## config.mk

```make
export PLATFORM = sky130hd
export DESIGN_NAME = regfile_wb_arbiter
export DESIGN_NICKNAME = d
export VERILOG_FILES = /design/src/rtl/regfile_wb_arbiter.sv
export SDC_FILE = /design/constraint.sdc
export NUM_CORES = 1
export LEC_CHECK = 0
export BUFFER_PORTS_ARGS = -buffer_cell sky130_fd_sc_hd__clkbuf_2
export CELL_PAD_IN_SITES_DETAIL_PLACEMENT = 1
export CELL_PAD_IN_SITES_GLOBAL_PLACEMENT = 1
export CORE_ASPECT_RATIO = 0.5
export CORE_MARGIN = 2
export CORE_UTILIZATION = 46
export DETAILED_ROUTE_END_ITERATION = 6
export GPL_TIMING_DRIVEN = 1
export HOLD_SLACK_MARGIN = 0.1
export PLACE_DENSITY = 0.84
export SLEW_MARGIN = 0
export SYNTH_ARGS = -nofsm -noshare
export SYNTH_HDL_FRONTEND = slang
export SYNTH_SLANG_ARGS = --single-unit
```

## constraint.sdc

```tcl
create_clock -name clk -period 7.02 [get_ports clk]
set_input_delay 1.053 -clock clk [delete_from_list [all_inputs] [get_ports clk]]
set_output_delay 1.053 -clock clk [all_outputs]
set_load 0.1 [all_outputs]
```

## src/rtl/regfile_wb_arbiter.sv

```systemverilog
// regfile_wb_arbiter
// Shares the single register-file write port between the in-order writeback
// stage and an out-of-order completing mul/div unit. Mul/div results are
// queued in a small FIFO; a pending-destination scoreboard tracks issued
// mul/div ops whose results have not yet been written, and decode is stalled
// on RAW/WAW hazards against those registers, when the outstanding-op limit
// is reached, or when a buffered result has lost arbitration for too long.
//
// Ports:
//   clk, rst              clock, synchronous active-low reset
//   wb_valid/wb_rd/wb_data  writeback-stage register write request
//   dec_rs1/dec_rs2/dec_rd/dec_we  decode-stage operand/destination info
//   md_req / md_issue     mul/div request from decode / accepted this cycle
//   md_done/md_rd/md_data/md_ready  mul/div result handshake
//   rf_wr_en/rf_wr_addr/rf_wr_data  register file write port
//   stall                 hold fetch/decode and insert a bubble
//   pending_cnt           issued mul/div ops not yet written back
module regfile_wb_arbiter #(
    parameter int DATA_W       = 32,
    parameter int BUF_DEPTH    = 2,
    parameter int STARVE_LIMIT = 4
) (
    input  logic                           clk,
    input  logic                           rst,
    input  logic                           wb_valid,
    input  logic [4:0]                     wb_rd,
    input  logic [DATA_W-1:0]              wb_data,
    input  logic [4:0]                     dec_rs1,
    input  logic [4:0]                     dec_rs2,
    input  logic [4:0]                     dec_rd,
    input  logic                           dec_we,
    input  logic                           md_req,
    output logic                           md_issue,
    input  logic                           md_done,
    input  logic [4:0]                     md_rd,
    input  logic [DATA_W-1:0]              md_data,
    output logic                           md_ready,
    output logic                           rf_wr_en,
    output logic [4:0]                     rf_wr_addr,
    output logic [DATA_W-1:0]              rf_wr_data,
    output logic                           stall,
    output logic [$clog2(BUF_DEPTH):0]     pending_cnt
);

    localparam int CNT_W = $clog2(BUF_DEPTH) + 1;
    localparam int PTR_W = (BUF_DEPTH > 1) ? $clog2(BUF_DEPTH) : 1;
    localparam int STV_W = $clog2(STARVE_LIMIT + 1);
    localparam logic [CNT_W-1:0] DEPTH_C  = CNT_W'(BUF_DEPTH);
    localparam logic [PTR_W-1:0] PTR_LAST = PTR_W'(BUF_DEPTH - 1);
    localparam logic [STV_W-1:0] STARVE_C = STV_W'(STARVE_LIMIT);

    // Wrap a FIFO pointer at the last buffer entry
    function automatic logic [PTR_W-1:0] ptr_inc(input logic [PTR_W-1:0] p);
        return (p == PTR_LAST) ? {PTR_W{1'b0}} : p + PTR_W'(1);
    endfunction

    logic [4:0]        buf_rd_r   [BUF_DEPTH];
    logic [DATA_W-1:0] buf_data_r [BUF_DEPTH];
    logic [PTR_W-1:0]  rd_ptr_r;
    logic [PTR_W-1:0]  wr_ptr_r;
    logic [CNT_W-1:0]  count_r;
    logic [31:0]       pending_r;
    logic [CNT_W-1:0]  pend_cnt_r;
    logic [STV_W-1:0]  starve_r;

    logic              buf_empty_s;
    logic              wb_win_s;
    logic              pop_s;
    logic              push_s;
    logic [4:0]        head_rd_s;
    logic [DATA_W-1:0] head_data_s;
    logic              stall_s;
    logic [31:0]       pending_nxt_s;

    assign buf_empty_s = (count_r == {CNT_W{1'b0}});
    assign wb_win_s    = wb_valid & (wb_rd != 5'd0);
    assign head_rd_s   = buf_rd_r[rd_ptr_r];
    assign head_data_s = buf_data_r[rd_ptr_r];

    // md_ready depends only on registered occupancy, never on md_done
    assign md_ready    = rst & (count_r < DEPTH_C);
    assign push_s      = md_done & md_ready;
    assign stall       = stall_s;
    assign md_issue    = rst & md_req & ~stall_s;
    assign pending_cnt = pend_cnt_r;

    // Write-port arbitration: WB first, then the buffer head; x0 never written
    always_comb begin
        rf_wr_en   = 1'b0;
        rf_wr_addr = 5'd0;
        rf_wr_data = {DATA_W{1'b0}};
        pop_s      = 1'b0;
        if (!rst) begin
            pop_s = 1'b0;
        end else if (wb_win_s) begin
            rf_wr_en   = 1'b1;
            rf_wr_addr = wb_rd;
            rf_wr_data = wb_data;
        end else if (!buf_empty_s) begin
            // A buffered x0 result still pops so pending_cnt drains
            pop_s      = 1'b1;
            rf_wr_en   = (head_rd_s != 5'd0);
            rf_wr_addr = head_rd_s;
            rf_wr_data = head_data_s;
        end else begin
            rf_wr_en = 1'b0;
        end
    end

    // Decode hazard detection: RAW, WAW, outstanding-op limit, starvation
    always_comb begin
        stall_s = 1'b0;
        if (!rst) begin
            stall_s = 1'b0;
        end else begin
            stall_s = ((dec_rs1 != 5'd0) & pending_r[dec_rs1])
                    | ((dec_rs2 != 5'd0) & pending_r[dec_rs2])
                    | (dec_we & (dec_rd != 5'd0) & pending_r[dec_rd])
                    | (md_req & (pend_cnt_r == DEPTH_C))
                    | (starve_r == STARVE_C);
        end
    end

    // Next scoreboard value: clear the popped destination, then set the
    // issued one so a same-index set overrides the clear
    always_comb begin
        pending_nxt_s = pending_r;
        if (pop_s) begin
            pending_nxt_s[head_rd_s] = 1'b0;
        end else begin
            pending_nxt_s = pending_nxt_s;
        end
        if (md_issue && (dec_rd != 5'd0)) begin
            pending_nxt_s[dec_rd] = 1'b1;
        end else begin
            pending_nxt_s = pending_nxt_s;
        end
        pending_nxt_s[0] = 1'b0;
    end

    // Result FIFO storage, pointers and occupancy
    always_ff @(posedge clk) begin
        if (!rst) begin
            for (int i = 0; i < BUF_DEPTH; i++) begin
                buf_rd_r[i]   <= 5'd0;
                buf_data_r[i] <= {DATA_W{1'b0}};
            end
            rd_ptr_r <= {PTR_W{1'b0}};
            wr_ptr_r <= {PTR_W{1'b0}};
            count_r  <= {CNT_W{1'b0}};
        end else begin
            if (push_s) begin
                buf_rd_r[wr_ptr_r]   <= md_rd;
                buf_data_r[wr_ptr_r] <= md_data;
                wr_ptr_r             <= ptr_inc(wr_ptr_r);
            end
            if (pop_s) begin
                rd_ptr_r <= ptr_inc(rd_ptr_r);
            end
            case ({push_s, pop_s})
                2'b10:   count_r <= count_r + CNT_W'(1);
                2'b01:   count_r <= count_r - CNT_W'(1);
                default: count_r <= count_r;
            endcase
        end
    end

    // Pending scoreboard and outstanding-op counter
    always_ff @(posedge clk) begin
        if (!rst) begin
            pending_r  <= 32'd0;
            pend_cnt_r <= {CNT_W{1'b0}};
        end else begin
            pending_r <= pending_nxt_s;
            case ({md_issue, pop_s})
                2'b10:   pend_cnt_r <= pend_cnt_r + CNT_W'(1);
                2'b01:   pend_cnt_r <= pend_cnt_r - CNT_W'(1);
                default: pend_cnt_r <= pend_cnt_r;
            endcase
        end
    end

    // Starvation counter: cycles a waiting buffered result has lost to WB
    always_ff @(posedge clk) begin
        if (!rst) begin
            starve_r <= {STV_W{1'b0}};
        end else if (pop_s || buf_empty_s) begin
            starve_r <= {STV_W{1'b0}};
        end else if (wb_win_s && (starve_r != STARVE_C)) begin
            starve_r <= starve_r + STV_W'(1);
        end else begin
            starve_r <= starve_r;
        end
    end

endmodule

```

==> impl_metrics.ini, run 1 <==
[clock_tree]
cts_setup_buffers = 0
clkSlewWorstSetupHoldPaths_ns = 0.06
worst_skew_pair.late_latency_ns = 0.40
postCtsHoldBufs = 0
post_cts.resized_instances = 0
cts-buffers-inserted = 17
clk_path_buf_depth = 2
cts_root_buffer = sky130_fd_sc_hd__clkbuf_16
cts_max_level = 4
cts.sinks = 115
clock_tree_from_tritoncts = yes

[synth]
yosys.area.top_type = sky130_fd_sc_hd__edfxtp_1
ys_warn_count = 0
netlist.area_leader.share_pct = 34.5
synthFlopType = sky130_fd_sc_hd__edfxtp_1
synth_seq_cells = 115
area_contributors_post_synth = sky130_fd_sc_hd__edfxtp_1, sky130_fd_sc_hd__dfxtp_1, sky130_fd_sc_hd__and2_1
synth_async_sr_flop_share_pct = 0
synthesis.nets = 707
synth_cell_type_count = 56
synthesis.instances = 608
synthesized_cell_area_mm2 = 0.00644
synth-seq-area-share_pct = 47.3
synth.avg_cell_area_um2 = 10.6
synth_edf_count = 74

[layout]
fillCellCount = 1524
areaGrowthSynthToFinish_pct = 20.7
layout_cell_share_with_drive_strength_beyond_1_pct = 27.1
nets = 823
n_antenna_cell = 0

[global_routing]
grt_util_met2_pct = 48.7
met1_usage_pct = 31.8
grt_max_degree = 50
grt.overflow.total = 0
met3_usage_pct = 5.74
first_global_vias = 5763
wire_length_of_the_first_global_routing_pass_um = 30800
antenna_found_initial = 0
most_heavily_used_metal_layer_in_global_routing = met2
grtUsageTotal_pct = 27.0

[floorplanning]
rows = 30
dieWidth_um = 171
top_level_ports = 138
die-height_um = 87.7
core-area_mm2 = 0.0136
design.die.area_mm2 = 0.0150
initial_utilization_pct = 47.3

[setup_path]
crit_type = input pin to output pin
crit_required_ns = 5.97
setup.worst_path.end_class = output pin
r2r_start = pending_r[24]
critical_path.reg2reg.endpoint = pending_cnt[1]
critPathArrivalTime_ns = 3.85
cp-startpoint = rst
start_kind = input pin
crit_end = rf_wr_data[31]
timing.reg2reg.setup_slack_ns = 3.84
crit_path_max_fanout = 48
reg2reg_depth = 10

[place]
dp_hpwl_um = 12900
port_buffers = 137
gpl.final_weighted_congestion = 0.818
dp_worst_setup_slack_ns = 2.16

[status]
run_status = finished, final reports clean

[sta]
timing.slew.headroom_pct = 35.3
finalWorstPathRequiredPeriod_ns = 4.91
share_of_the_clock_period_used_by_the_worst_path_pct = 69.9
fmax_mhz = 204
setup-violations-final = 0
worst_pin_slew_ns = 0.970
worst_clock_skew_ns = 0.00545
hold_violations = 0
hold_slack_ns = 0.510
rsz0062_at_grt = false
final.setup.worst_slack_ns = 2.11
report.final.slew_viol_count = 0
timing.setup.tns_ns = 0

[power]
power_density_cells_mw_per_mm2 = 257
fin_total_pwr_mw = 2.00
leakagePower_nw = 2.98
peakVddDrop_mv = 0.186

[detailed_routing]
avgViaCountPerCell = 5.89
postRouteAntennaNets = 0
routed_wl_um = 19300
dr.first_iter.drc_count = 351
detail_routed_net_length_per_standard_cell_um = 20.8
drtPass1Iterations = 5
drt_drc_violations_left = 0
routed-via-count = 5472

[min_path]
min_path_type = flop to flop

[flow_run]
drv_cap = 0
[kinds of logic after synthesis]
group | share of synthesized area [%]
AOI/OAI and AO/OA | 16.3
xor gates and xnor gates | 0.816
adders and majority gates | 0.777
buffers and inverters | 4.20
DFF | 47.3
muxes | 12.6
and+or+nand+nor | 18.1
[worst max-delay path, stage by stage]
cell,delay (ns)
sky130_fd_sc_hd__clkbuf_2,0.71
sky130_fd_sc_hd__and2_1,0.37
sky130_fd_sc_hd__o41a_1,0.58
sky130_fd_sc_hd__buf_4,0.37
sky130_fd_sc_hd__nand2_1,0.11
sky130_fd_sc_hd__o21ai_0,0.13
sky130_fd_sc_hd__clkbuf_2,0.51
[cell usage in the layout, fill, tap and decap left out, types with 5 or more instances in the layout]
cell type	Yosys	layout
sky130_fd_sc_hd__clkbuf_2	0	137
sky130_fd_sc_hd__and2_1	80	80
sky130_fd_sc_hd__edfxtp_1	74	74
sky130_fd_sc_hd__nand2_1	62	62
sky130_fd_sc_hd__mux2i_1	44	44
sky130_fd_sc_hd__o21ai_0	44	43
sky130_fd_sc_hd__dfxtp_1	41	40
sky130_fd_sc_hd__o211ai_1	31	31
sky130_fd_sc_hd__o41ai_1	25	25
sky130_fd_sc_hd__clkbuf_16	0	17
sky130_fd_sc_hd__inv_1	12	12
sky130_fd_sc_hd__nor2b_1	11	11
sky130_fd_sc_hd__nand2b_1	11	10
sky130_fd_sc_hd__or3_1	10	10
sky130_fd_sc_hd__nor2_1	11	10
sky130_fd_sc_hd__mux4_2	10	10
sky130_fd_sc_hd__a2111oi_0	8	8
sky130_fd_sc_hd__buf_4	0	8
sky130_fd_sc_hd__a21oi_1	7	7
sky130_fd_sc_hd__o31ai_1	7	7
sky130_fd_sc_hd__mux2_2	6	6
sky130_fd_sc_hd__xnor2_1	6	6
sky130_fd_sc_hd__nand3_1	5	5
[sequential cells by signal (all words and copies together) (netlist names), named ones only]
register     flops
pending_cnt      2
rd_ptr_r         1
wr_ptr_r         1
starve_r         3
buf_rd_r        10
pending_r       31
count_r          2
buf_data_r      64
[cell type report]
type / instances / area (um2) / share of cell area, %
sequential: 115 / 3040 / 39.1
clock buffer: 17 / 425 / 5.47
tap: 192 / 240 / 3.09
inverter: 12 / 45.0 / 0.579
clock inverter: 15 / 133 / 1.71
timing repair buffer: 145 / 746 / 9.59
multi-input combinational: 433 / 3140 / 40.4
[power breakdown]
part | switching [mW] | internal [mW] | total (mW) | leakage (nW)
combinational | 0.293 | 0.103 | 0.396 | 1.60
sequential | 0.0197 | 0.761 | 0.781 | 1.11
clock | 0.331 | 0.489 | 0.820 | 0.269
[synthesized netlist by cell type (12+ instances only)]
cell	n
sky130_fd_sc_hd__edfxtp_1	74
sky130_fd_sc_hd__clkbuf_1	33
sky130_fd_sc_hd__o41ai_1	25
sky130_fd_sc_hd__o21ai_0	44
sky130_fd_sc_hd__and2_1	80
sky130_fd_sc_hd__mux2i_1	44
sky130_fd_sc_hd__inv_1	12
sky130_fd_sc_hd__dfxtp_1	41
sky130_fd_sc_hd__nand2_1	62
sky130_fd_sc_hd__o211ai_1	31
[per-stage QoR]
| stage | area (um2) | cells | util, % |
|---|---|---|---|
| after floorplan | 6440 | 608 | - |
| after global placement | 7220 | 897 | 53.0 |
| after detailed placement | 7220 | 897 | 53.0 |
| after CTS | 7780 | 929 | 57.1 |
| after global routing | 7780 | 929 | 57.1 |
| final | 7780 | 929 | 57.1 |
[how the worst min path moves through the flow]
| stage | depth (start not counted) | end | startpoint |
|---|---|---|---|
| after global placement | 2 | starve_r[1] | starve_r[1] |
| after floorplan | 2 | starve_r[1] | starve_r[2] |
| final | 2 | starve_r[1] | starve_r[1] |
| after CTS | 2 | starve_r[1] | starve_r[1] |
| after global routing | 2 | starve_r[1] | starve_r[2] |
| after detailed placement | 2 | starve_r[1] | starve_r[1] |
[layer usage]
layer | part of all wire [%] | vias to the layer above
met1 | 41 | 2725
met4 | 2.3 | 0
li1 | - | 2538
met2 | 51 | 172
met5 | 0 | -
met3 | 5.4 | 37
(Power assumes the default switching activity.)
==> inputs of run 2 (changes only) <==
--- a/config.mk
+++ b/config.mk
@@ -10,11 +10,11 @@
 export CELL_PAD_IN_SITES_GLOBAL_PLACEMENT = 1
 export CORE_ASPECT_RATIO = 0.5
 export CORE_MARGIN = 2
-export CORE_UTILIZATION = 46
+export CORE_UTILIZATION = 43
 export DETAILED_ROUTE_END_ITERATION = 6
 export GPL_TIMING_DRIVEN = 1
 export HOLD_SLACK_MARGIN = 0.1
-export PLACE_DENSITY = 0.84
+export PLACE_DENSITY = 0.79
 export SLEW_MARGIN = 0
 export SYNTH_ARGS = -nofsm -noshare
 export SYNTH_HDL_FRONTEND = slang
==> constraint.sdc (replaced) <==
create_clock -name clk -period 4.55 [get_ports clk]
set_input_delay 0.6825 -clock clk [delete_from_list [all_inputs] [get_ports clk]]
set_output_delay 0.6825 -clock clk [all_outputs]
set_load 0.1 [all_outputs]
==> impl_metrics.ini, run 2 (synthesized netlist as in run 1, its figures left out) <==
[status]
run_status = finished, final reports clean

[sta]
worst_clock_skew_ns = 0.0102
fmax_mhz = 263
report.final.slew_viol_count = 0
setup-violations-final = 0
final.setup.worst_slack_ns = 0.742
share_of_the_clock_period_used_by_the_worst_path_pct = 83.7
rsz0062_at_grt = false
finalWorstPathRequiredPeriod_ns = 3.81
hold_violations = 0
timing.slew.headroom_pct = 32.7
worst_pin_slew_ns = 1.01

[setup_path]
critPathArrivalTime_ns = 3.13
worstPathCellList = clkbuf_2 -> or2_2 -> o41ai_1 -> nand2b_1 -> buf_4 -> o21ai_0 -> clkbuf_2
start_kind = input pin
critical_path.top_delay_family = buffers and inverters
timing.reg2reg.setup_slack_ns = 1.43
slowest_stage = sky130_fd_sc_hd__o41ai_1
reg2reg_depth = 9
setup.worst_path.end_class = output pin
cp.buffers_inverters = 3
r2r_start = pending_r[24]
path_depth = 7
crit_path_max_fanout = 26
crit_required_ns = 3.87
path_common_cell = sky130_fd_sc_hd__clkbuf_2
crit_type = input pin to output pin
cp-startpoint = wb_rd[1]
crit_end = rf_wr_addr[4]
critical_path.reg2reg.endpoint = pending_cnt[1]
max_stage_delay_ns = 0.52

[layout]
areaGrowthSynthToFinish_pct = 22.7
total_area_of_multi_input_combinational_cells_mm2 = 0.00315
largest_register_ffs = 64
final_common_cell = sky130_fd_sc_hd__clkbuf_2
registers.top_by_ff_count = buf_data_r
layout_top_registers = buf_data_r: 64 flops, pending_r: 31 flops, buf_rd_r: 10 flops
n_antenna_cell = 0
layout_common_cells = sky130_fd_sc_hd__clkbuf_2, sky130_fd_sc_hd__and2_1, sky130_fd_sc_hd__edfxtp_1
layout_cell_share_with_drive_strength_beyond_1_pct = 27.6
storage_element_area_mm2 = 0.00304
fillCellCount = 1619
post_layout_nonfiller_instances = 936
nets = 825

[clock_tree]
worst_skew_pair.late_latency_ns = 0.41
cts.sinks = 115
clkSlewWorstSetupHoldPaths_ns = 0.05
post_cts.resized_instances = 0
clock_tree_from_tritoncts = yes
postCtsHoldBufs = 0
cts-buffers-inserted = 17
clk_path_buf_depth = 2
cts_setup_buffers = 0
cts_root_buffer = sky130_fd_sc_hd__clkbuf_16
cts_max_level = 4

[power]
leakagePower_nw = 3.03
fin_total_pwr_mw = 3.25
power_density_cells_mw_per_mm2 = 411
peakVddDrop_mv = 0.228

[detailed_routing]
postRouteAntennaNets = 0
detail_routed_net_length_per_standard_cell_um = 20.1
routed_wl_um = 18800
drt_drc_violations_left = 0
avgViaCountPerCell = 5.84
routed-via-count = 5466
drtPass1Iterations = 5
dr.first_iter.drc_count = 305

[floorplanning]
design.die.area_mm2 = 0.0160
die-height_um = 90.5
rows = 31
top_level_ports = 138
dieWidth_um = 177
initial_utilization_pct = 44.3
core-area_mm2 = 0.0145

[place]
port_buffers = 137
placed_cells_incl_taps = 905
gpl.final_weighted_congestion = 0.849
dp_hpwl_um = 12800
dp_worst_setup_slack_ns = 0.733

[global_routing]
antenna_found_initial = 0
grt_max_degree = 39
grtUsageTotal_pct = 23.9
wire_length_of_the_first_global_routing_pass_um = 29900
first_global_vias = 5663
grt.overflow.total = 0

[min_path]
min_path_type = flop to flop

[flow_run]
drv_cap = 0
## run 2: cell count changes in the layout (fill, tap and decap cells not counted), sizes merged
cell    delta
bufinv     +3
inv        -1
clkinv     -3
clkbuf     -1
buf        +3
## run 2: area by class of cell
| cell class | instances | share of cell area [%] |
|---|---|---|
| timing repair buffer | 147 | 9.97 |
| clock buffer | 17 | 5.38 |
| multi-input combinational | 433 | 39.8 |
| inverter | 12 | 0.570 |
| sequential | 115 | 38.5 |
| tap | 198 | 3.13 |
| clock inverter | 14 | 2.60 |
## run 2: worst min path at each step
stage | start | to | slack (ns) | cells after the start
after floorplan | starve_r[2] | starve_r[1] | 0.47 | 2
after global placement | starve_r[2] | starve_r[1] | 0.49 | 2
after detailed placement | starve_r[1] | starve_r[1] | 0.50 | 2
after CTS | starve_r[1] | starve_r[1] | 0.51 | 2
after global routing | starve_r[1] | starve_r[1] | 0.54 | 2
final | starve_r[1] | starve_r[1] | 0.51 | 2
## run 2: routing by layer
layer	wire [um]	global-route usage [%]	up-vias	part of all wire, %
met3	995	4.21	38	5.3
met1	8080	30.3	2718	43
li1	-	-	2535	-
met4	476	9.16	0	2.5
met5	0	0	-	0
met2	9280	40.6	175	49
## run 2: worst register-to-register path, delay by kind of cell, from the launching register on
kind / cells / cell delay (ns)
simple gates: 4 / 1.27
compound gates: 4 / 1.09
flops: 1 / 0.34
fa+ha+maj: 1 / 0.34
## run 2: per-stage QoR
stage | util (%) | hold WS [ns] | TNS (ns) | instance area, um2
3_3_place_gp | 50.0 | 0.487 | 0 | 7270
5_1_grt | 54.3 | 0.537 | 0 | 7900
2_1_floorplan | - | 0.467 | -0.716 | 6450
4_1_cts | 54.3 | 0.511 | 0 | 7900
3_5_place_dp | 50.0 | 0.504 | 0 | 7270
6_report | 54.3 | 0.510 | 0 | 7900
## run 2: report_power, final
group	internal [mW]	switching, mW
sequential	1.17	0.0395
combinational	0.163	0.441
clock	0.922	0.510
==> inputs of run 3 (changes only) <==
--- a/config.mk
+++ b/config.mk
@@ -5,16 +5,17 @@
 export SDC_FILE = /design/constraint.sdc
 export NUM_CORES = 1
 export LEC_CHECK = 0
+export ABC_AREA = 1
 export BUFFER_PORTS_ARGS = -buffer_cell sky130_fd_sc_hd__clkbuf_2
 export CELL_PAD_IN_SITES_DETAIL_PLACEMENT = 1
 export CELL_PAD_IN_SITES_GLOBAL_PLACEMENT = 1
 export CORE_ASPECT_RATIO = 0.5
 export CORE_MARGIN = 2
-export CORE_UTILIZATION = 43
+export CORE_UTILIZATION = 40
 export DETAILED_ROUTE_END_ITERATION = 6
 export GPL_TIMING_DRIVEN = 1
 export HOLD_SLACK_MARGIN = 0.1
-export PLACE_DENSITY = 0.79
+export PLACE_DENSITY = 0.78
 export SLEW_MARGIN = 0
 export SYNTH_ARGS = -nofsm -noshare
 export SYNTH_HDL_FRONTEND = slang
==> constraint.sdc (replaced) <==
create_clock -name clk -period 3.8 [get_ports clk]
set_input_delay 0.57 -clock clk [delete_from_list [all_inputs] [get_ports clk]]
set_output_delay 0.57 -clock clk [all_outputs]
set_load 0.1 [all_outputs]
==> impl_metrics.ini, run 3 <==
[synth]
ys_warn_count = 0
netlist.area_leader.share_pct = 33.0
synthesis.instances = 885
area_contributors_post_synth = sky130_fd_sc_hd__edfxtp_1, sky130_fd_sc_hd__dfxtp_1, sky130_fd_sc_hd__nand2_1
synth.avg_cell_area_um2 = 7.61
synth_cell_type_count = 36
yosys-top-cells-count = sky130_fd_sc_hd__nand2_1, sky130_fd_sc_hd__nor2_1, sky130_fd_sc_hd__inv_1
yosys.cell_count.top_type = sky130_fd_sc_hd__nand2_1
synthesis.nets = 984
synth_seq_cells = 115
synthesized_cell_area_mm2 = 0.00674
synth_edf_count = 74
yosys.area.top_type = sky130_fd_sc_hd__edfxtp_1
synthFlopType = sky130_fd_sc_hd__edfxtp_1
synth-seq-area-share_pct = 45.2
synth_async_sr_flop_share_pct = 0

[setup_path]
setup.worst_path.end_class = output pin
max_stage_delay_ns = 0.38
slowest_stage = sky130_fd_sc_hd__dfxtp_2
crit_required_ns = 3.23
crit_end = rf_wr_en
start_kind = flop
crit_path_max_fanout = 6
r2r_start = pending_r[3]
reg2reg_depth = 16
crit_type = flop to output pin
timing.reg2reg.setup_slack_ns = 1.29
critical_path.reg2reg.endpoint = pending_cnt[1]
worstPathCellList = inv_1 -> or2_2 -> o21ai_0 -> inv_1 -> nor2_1 -> nand2_1 -> o21ai_0 -> nand2_1 -> clkbuf_2
path_depth = 9
critical_path.top_delay_family = simple AND/OR/NAND/NOR gates
cp.buffers_inverters = 3
critPathArrivalTime_ns = 2.72

[floorplanning]
initial_utilization_pct = 41.0
die-height_um = 95.8
top_level_ports = 138
rows = 33
core-area_mm2 = 0.0164
dieWidth_um = 188
design.die.area_mm2 = 0.0180

[detailed_routing]
drt_drc_violations_left = 0
drtPass1Iterations = 5
routed-via-count = 6605
avgViaCountPerCell = 5.31
routed_wl_um = 22300
detail_routed_net_length_per_standard_cell_um = 17.9
postRouteAntennaNets = 0
dr.first_iter.drc_count = 325

[layout]
layout_cell_share_with_drive_strength_beyond_1_pct = 20.2
fillCellCount = 2038
layout_common_cells = sky130_fd_sc_hd__nand2_1, sky130_fd_sc_hd__nor2_1, sky130_fd_sc_hd__inv_1
n_antenna_cell = 0
final_common_cell = sky130_fd_sc_hd__nand2_1
areaGrowthSynthToFinish_pct = 28.9
finalCoreUtilization_pct = 52.8
post_layout_nonfiller_instances = 1244
layout_top_registers = buf_data_r: 64 flops, pending_r: 31 flops, buf_rd_r: 10 flops
registers.top_by_ff_count = buf_data_r
nets = 1104
largest_register_ffs = 64

[sta]
report.final.slew_viol_count = 0
rsz0062_at_grt = false
setup-violations-final = 0
timing.slew.headroom_pct = 33.6
hold_violations = 0
share_of_the_clock_period_used_by_the_worst_path_pct = 86.5
worst_clock_skew_ns = 0.00893
fmax_mhz = 304
hold_slack_ns = 0.466
finalWorstPathRequiredPeriod_ns = 3.29
timing.setup.tns_ns = 0
worst_pin_slew_ns = 0.992

[clock_tree]
worst_skew_pair.late_latency_ns = 0.42
clk_path_buf_depth = 2
clkSlewWorstSetupHoldPaths_ns = 0.06
cts_max_level = 4
cts_setup_buffers = 0
cts.sinks = 115
cts_root_buffer = sky130_fd_sc_hd__clkbuf_16
clock_tree_from_tritoncts = yes
cts-buffers-inserted = 17

[place]
dp_hpwl_um = 15600
placed_cells_incl_taps = 1213
port_buffers = 137
gpl.final_weighted_congestion = 0.940

[global_routing]
grt.overflow.total = 0
first_global_vias = 6853
wire_length_of_the_first_global_routing_pass_um = 35200
grt_util_met2_pct = 47.4
most_heavily_used_metal_layer_in_global_routing = met2
grt_max_degree = 42
antenna_found_initial = 0
grtUsageTotal_pct = 25.5
met1_usage_pct = 29.2
met3_usage_pct = 6.23

[power]
peakVddDrop_mv = 0.360
power_density_cells_mw_per_mm2 = 450
leakagePower_nw = 3.73

[flow_run]
drv_cap = 0

[status]
run_status = finished, final reports clean

[min_path]
min_path_type = input pin to flop
-- run 3: changes by cell type after synthesis, sizes merged, moves of 42 or more --
| cell | before | now |
|---|---|---|
| and2 | 80 | 0 |
| inv | 12 | 111 |
| nand2 | 62 | 174 |
| nand3 | 5 | 78 |
| nor2 | 11 | 137 |
| o21ai | 44 | 86 |
-- run 3: what timing repair did --
action,in CTS,in global routing
gates resized for setup,0,1
setup endpoints to repair,0,1
hold buffers,0,0
endpoints found under the hold margin,0,0
-- run 3: cell type report --
class | instances | area [um2] | area share [%]
multi-input combinational | 611 | 2990 | 34.4
inverter | 112 | 425 | 4.90
tap | 227 | 284 | 3.27
clock buffer | 17 | 425 | 4.90
timing repair buffer | 148 | 1340 | 15.4
clock inverter | 14 | 179 | 2.06
sequential | 115 | 3040 | 35.1
-- run 3: worst min path at each step --
stage                   endpoint  depth (start not counted)        start
6_report       buf_data_r[0][11]                          3  md_data[11]
5_1_grt         buf_data_r[1][8]                          3   md_data[8]
4_1_cts         buf_data_r[0][9]                          3   md_data[9]
3_5_place_dp                flop                          2     rd_ptr_r
3_3_place_gp                flop                          2     rd_ptr_r
2_1_floorplan           wr_ptr_r                          2     wr_ptr_r
-- run 3: worst min-delay path, delay by kind of cell --
family	cells	cell delay, ns
AND/OR/NAND/NOR	1	0.09
buffers and inverters	2	0.11
-- run 3: metrics by stage --
step / total power [mW] / worst slack (ns) / instance area (um2)
5_1_grt: 4.04 / 0.265 / 8680
3_5_place_dp: 2.28 / 0.556 / 8080
6_report: 3.91 / 0.512 / 8680
3_3_place_gp: 2.26 / 0.613 / 8080
2_1_floorplan: 2.00 / -0.527 / 6740
4_1_cts: 3.93 / 0.309 / 8680
-- run 3: where the power goes --
part	switching (mW)	internal [mW]	leakage [nW]
combinational	0.588	0.240	2.34
clock	0.618	1.03	0.286
sequential	0.0260	1.40	1.11
-- run 3: cell families after synthesis --
| family | Yosys count | share of synthesized area, % |
|---|---|---|
| compound gates | 134 | 10.2 |
| xor+xnor | 3 | 0.390 |
| fa+ha+maj | 4 | 0.743 |
| buf+inv | 159 | 10.6 |
| flops | 115 | 45.2 |
| mux | 32 | 4.76 |
| simple gates | 438 | 28.2 |
-- run 3: per-layer routing --
layer | part of all wire [%] | vias up | wire length [um]
met5 | 0 | - | 0
met1 | 41 | 3197 | 9210
met2 | 50 | 190 | 11300
met3 | 5.8 | 45 | 1300
li1 | - | 3173 | -
met4 | 2.4 | 0 | 539
